--- src/rtl/im_loader.sv ---
// Byte-stream program loader: parses framed bytes (sync, count, opcode/literal pairs,
// checksum) and writes 15-bit instruction words into instruction memory while holding the core.
module im_loader #(
    parameter logic [7:0] SYNC_BYTE  = 8'hA5,
    parameter logic [7:0] START_ADDR = 8'h00,
    parameter int         WORD_W     = 15
) (
    input  logic              clk,
    input  logic              rst_n,
    input  logic [7:0]        in_data,
    input  logic              in_valid,
    output logic              in_ready,
    output logic              im_we,
    output logic [7:0]        im_addr,
    output logic [WORD_W-1:0] im_wdata,
    output logic              cpu_hold,
    output logic              done,
    output logic              err,
    output logic [1:0]        err_code
);

    localparam logic [2:0] S_IDLE = 3'd0;
    localparam logic [2:0] S_CNT  = 3'd1;
    localparam logic [2:0] S_HI   = 3'd2;
    localparam logic [2:0] S_LO   = 3'd3;
    localparam logic [2:0] S_CHK  = 3'd4;
    localparam logic [2:0] S_DONE = 3'd5;
    localparam logic [2:0] S_ERR  = 3'd6;

    localparam logic [1:0] ERR_NONE  = 2'd0;
    localparam logic [1:0] ERR_FRAME = 2'd1;
    localparam logic [1:0] ERR_CHK   = 2'd2;

    logic [2:0]        state_reg, state_next;
    logic [8:0]        count_reg;
    logic [8:0]        idx_reg;
    logic [7:0]        chk_reg;
    logic [6:0]        opcode_reg;
    logic              in_ready_reg;
    logic              im_we_reg;
    logic [7:0]        im_addr_reg;
    logic [WORD_W-1:0] im_wdata_reg;
    logic              cpu_hold_reg;
    logic              done_reg;
    logic              err_reg;
    logic [1:0]        err_code_reg;

    logic accept;
    logic last_word;

    assign accept    = in_valid && in_ready_reg;
    // COUNT of 0 is stored as 256, so the 9-bit index compare covers the full range.
    assign last_word = (idx_reg + 9'd1) == count_reg;

    always_comb begin
        state_next = state_reg;
        case (state_reg)
            S_IDLE: if (accept && in_data == SYNC_BYTE) state_next = S_CNT;
            S_CNT:  if (accept) state_next = S_HI;
            S_HI:   if (accept) state_next = in_data[7] ? S_ERR : S_LO;
            S_LO:   if (accept) state_next = last_word ? S_CHK : S_HI;
            S_CHK:  if (accept) state_next = (in_data == chk_reg) ? S_DONE : S_ERR;
            S_DONE: state_next = S_IDLE;
            S_ERR:  state_next = S_IDLE;
            default: state_next = S_IDLE;
        endcase
    end

    always_ff @(posedge clk or negedge rst_n) begin
        if (!rst_n) begin
            state_reg    <= S_IDLE;
            count_reg    <= '0;
            idx_reg      <= '0;
            chk_reg      <= '0;
            opcode_reg   <= '0;
            in_ready_reg <= 1'b0;
            im_we_reg    <= 1'b0;
            im_addr_reg  <= START_ADDR;
            im_wdata_reg <= '0;
            cpu_hold_reg <= 1'b0;
            done_reg     <= 1'b0;
            err_reg      <= 1'b0;
            err_code_reg <= ERR_NONE;
        end else begin
            state_reg    <= state_next;
            // Ready drops for the single DONE/ERR cycle that closes every frame.
            in_ready_reg <= (state_next != S_DONE) && (state_next != S_ERR);
            im_we_reg    <= 1'b0;
            done_reg     <= 1'b0;
            err_reg      <= 1'b0;

            if (accept) begin
                case (state_reg)
                    S_IDLE: begin
                        if (in_data == SYNC_BYTE) begin
                            cpu_hold_reg <= 1'b1;
                            err_code_reg <= ERR_NONE;
                            idx_reg      <= '0;
                            chk_reg      <= '0;
                        end
                    end
                    S_CNT: begin
                        count_reg <= {(in_data == 8'h00), in_data};
                        chk_reg   <= in_data;
                    end
                    S_HI: begin
                        if (in_data[7]) begin
                            err_reg      <= 1'b1;
                            err_code_reg <= ERR_FRAME;
                        end else begin
                            opcode_reg <= in_data[6:0];
                            chk_reg    <= chk_reg ^ in_data;
                        end
                    end
                    S_LO: begin
                        chk_reg      <= chk_reg ^ in_data;
                        im_we_reg    <= 1'b1;
                        im_addr_reg  <= START_ADDR + idx_reg[7:0];
                        im_wdata_reg <= {opcode_reg, in_data};
                        idx_reg      <= idx_reg + 9'd1;
                    end
                    S_CHK: begin
                        if (in_data == chk_reg) begin
                            done_reg     <= 1'b1;
                            cpu_hold_reg <= 1'b0;
                        end else begin
                            err_reg      <= 1'b1;
                            err_code_reg <= ERR_CHK;
                        end
                    end
                    default: ;
                endcase
            end
        end
    end

    assign in_ready = in_ready_reg;
    assign im_we    = im_we_reg;
    assign im_addr  = im_addr_reg;
    assign im_wdata = im_wdata_reg;
    assign cpu_hold = cpu_hold_reg;
    assign done     = done_reg;
    assign err      = err_reg;
    assign err_code = err_code_reg;

endmodule
--- config.mk ---
export PLATFORM = sky130hd
export DESIGN_NAME = im_loader
export DESIGN_NICKNAME = d
export VERILOG_FILES = /design/src/rtl/im_loader.sv
export SDC_FILE = /design/constraint.sdc
export NUM_CORES = 1
export LEC_CHECK = 0
export ABC_AREA = 1
export CAP_MARGIN = 20
export CORE_ASPECT_RATIO = 0.7
export CORE_MARGIN = 4
export CORE_UTILIZATION = 45
export CTS_BUF_LIST = sky130_fd_sc_hd__clkbuf_8 sky130_fd_sc_hd__clkbuf_16
export CTS_CLUSTER_DIAMETER = 30
export DETAILED_ROUTE_END_ITERATION = 10
export PLACE_DENSITY = 0.79
export SLEW_MARGIN = 15
export SYNTH_ARGS = -nofsm -noshare
export SYNTH_HDL_FRONTEND = slang
export SYNTH_SLANG_ARGS = --single-unit
--- constraint.sdc ---
create_clock -name clk -period 1.8 [get_ports clk]
set_clock_uncertainty 0.05 [all_clocks]
set_input_delay 0.45 -clock clk [delete_from_list [all_inputs] [get_ports clk]]
set_output_delay 0.45 -clock clk [all_outputs]
set_load 0.05 [all_outputs]
==> impl_metrics.py <==
metrics = {
    "status": {
        "outcome": "complete, no violations",
    },
    "timing": {
        "final_hold_viol_count": 0,
        "slew_violations": 0,
        "min_period_ns": 1.73,
        "setup-tns-final_ns": 0,
        "period_share_pct": 96.2,
        "tightest_slew_ns": 0.343,
        "holdWs_ns": 0.0650,
        "max-slew-margin-rel_pct": 77.2,
        "setup_viol": 0,
        "fmax_mhz": 577,
    },
    "synth": {
        "yosysUniqueCellTypes": 27,
        "synth-edff-count": 0,
        "synth_most_common_cell": "nand2_1",
        "synth_fp_nets": 429,
        "syn_area_per_cell_um2": 7.76,
        "synth_area_leaders": "dfrtp_1, nand2_1, inv_1",
        "yosys_warnings": 0,
        "ys.flop_type": "dfrtp_1",
        "synthCells": 417,
        "synth_top_area_share_pct": 51.1,
        "ys_seq_area_share_pct": 51.1,
        "postSynth.asyncResetShare_pct": 100,
        "synth_area_mm2": 0.00323,
        "yosys_register_bits": 66,
        "synth.top_cells.by_count": "nand2_1, dfrtp_1, inv_1, o21ai_0",
        "yosysTopAreaCell": "dfrtp_1",
    },
    "routing": {
        "ant_nets": 0,
        "drt_iter0_markers": 211,
        "drt-vias-per-instance": 5.12,
        "avgRoutedWirePerCell_um": 13.8,
        "vias": 3082,
        "drcViolationCount": 0,
        "drt-total-wl_um": 8320,
        "firstDrtPassIters": 5,
    },
    "finish": {
        "drive_above_1_share_pct": 25.2,
        "diodes": 0,
        "area_delta_synth_final_pct": 33.4,
        "nNetsFinal": 515,
        "largest_reg_flops": 15,
        "fin_area_mm2": 0.00431,
    },
    "placed_design": {
        "dp_hpwl_um": 5970,
        "place_congestion": 0.918,
        "place.port_buffers": 40,
        "placed_area_mm2": 0.00395,
    },
    "global_routing": {
        "grt_pass1_wl_um": 13300,
        "overflow": 0,
        "track_usage_pct": 19.9,
        "antenna_found_initial": 0,
        "grt_max_degree": 67,
        "grt_pass1_vias": 2835,
    },
    "floorplan": {
        "die_area_mm2": 0.00863,
        "die_x_um": 109,
        "initial_utilization_pct": 47.2,
        "core_mm2": 0.00685,
        "rows": 25,
        "io_pins": 41,
        "fp.dieH_um": 78.9,
    },
    "critical_path": {
        "crit_top_cell": "nand2_1",
        "reg2reg_depth": 10,
        "reg2reg_to": "state_reg[1]$_DFF_PN0_",
        "cp-startpoint": "in_data[5]",
        "crit_required_ns": 1.99,
        "cp_data_arrival_time_ns": 1.92,
        "cp_max_fo": 8,
        "cp_cell_sequence": "clkdlybuf4s50_1, inv_2, nor4_4, nand2_1, nand2_2, nand4_4, buf_12, nand2_1, o21ai_2",
        "timing.rr.start": "idx_reg[1]$_DFFE_PN0P_",
        "start_kind": "input pin",
        "r2r_setup_slack_ns": 0.08,
        "end_kind": "register",
        "cpMaxStageDelayCell": "clkdlybuf4s50_1",
        "crit_type": "input pin to register",
        "max_stage_delay_ns": 0.49,
    },
    "clock_network": {
        "cts_buffer_depth": 2,
        "cts-root-buf": "clkbuf_8",
        "clk_pin_slew_ns": 0.07,
        "cts_num_sinks": 66,
        "cts_tree": "yes",
        "clk_latency_ns": 0.35,
        "cts.hold.buffers_added": 0,
        "numCtsBuffers": 9,
        "cts_htree_levels": 3,
    },
    "power_and_ir_drop": {
        "p_per_area_mw_per_mm2": 1690,
        "power_leakage_nw": 2.17,
        "ir_worst_vdd_mv": 0.864,
    },
    "flow_run": {
        "maxCapViolCount": 0,
    },
    "hold_path": {
        "hold_class": "input pin to async pin",
    },
}
-- where the power goes --
part           leakage, nW  internal (mW)  switching (mW)
combinational         1.21           1.24            2.32
sequential           0.860           2.04           0.393
clock               0.0945          0.676           0.597
-- layer usage --
layer / wire length, um / track usage, %
met1: 3730 / 28.6
met2: 3630 / 29.5
met3: 802 / 4.96
met4: 162 / 6.23
met5: 0 / 0
-- per-stage QoR --
step                      setup WS, ns  total power [mW]  std cells  utilization (%)
after global routing           -0.0207              7.77        602             63.0
after CTS                     0.000904              7.08        600             61.2
after global placement          -0.415              5.65        583             57.7
after detailed placement        -0.488              5.74        583             57.7
final                           0.0676              7.28        602             63.0
after floorplan                  0.107              4.65        417                -
-- worst max-delay path, delay by kind of cell --
kind                   cells  cell delay (ns)
and+or+nand+nor            5             0.68
AOI/OAI and AO/OA          1             0.05
buffers and inverters      3             0.73
-- layout make-up --
type / count / area [um^2]
multi-input combinational: 289 / 1420
inverter: 54 / 206
timing repair buffer: 82 / 703
clock buffer: 10 / 138
timing repair inverter: 1 / 7.51
tap: 94 / 118
sequential: 66 / 1650
clock inverter: 6 / 66.3
fill: 586 / 2540
-- logic make-up (layout without fill, tap and decap cells) --
group,count (synthesis),count (layout),share of synthesized area (%)
compound gates,64,64,11.6
buf+inv,62,153,7.66
simple gates,224,224,29.3
flops,66,66,51.1
fa+ha+maj,1,1,0.387
-- how the worst max path moves through the flow --
| stage | slack [ns] | depth (start not counted) | endpoint |
|---|---|---|---|
| after floorplan | 0.11 | 6 | opcode_reg[5]$_DFFE_PN0P_ |
| after global placement | -0.42 | 8 | chk_reg[5]$_DFFE_PN0P_ |
| after detailed placement | -0.49 | 8 | chk_reg[4]$_DFFE_PN0P_ |
| after CTS | 0.0009 | 11 | state_reg[1]$_DFF_PN0_ |
| after global routing | -0.02 | 9 | chk_reg[1]$_DFFE_PN0P_ |
| final | 0.07 | 9 | chk_reg[4]$_DFFE_PN0P_ |
-- placed cells by master (no fill, tap or decap), types with 4 or more instances in the layout --
cell / count
buf_4: 68
clkbuf_8: 10
clkdlybuf4s50_1: 4
clkinvlp_4: 5
dfrtp_1: 65
dlymetal6s2s_1: 5
inv_1: 47
inv_2: 6
nand2_1: 148
nand2_2: 5
nand3_1: 26
nand4_1: 5
nor2_1: 20
nor2_2: 5
nor2_4: 5
o21ai_0: 33
o21ai_2: 8
o22ai_1: 14
-- repair_timing --
| item | CTS | global route |
|---|---|---|
| pin swaps | 1 | 8 |
| cloned | 0 | 2 |
| resized for setup | 4 | 31 |
| buffers inserted | 1 | 0 |
| endpoints found under the setup margin | 18 | 22 |
No activity file was read; power rests on OpenSTA's default activity.
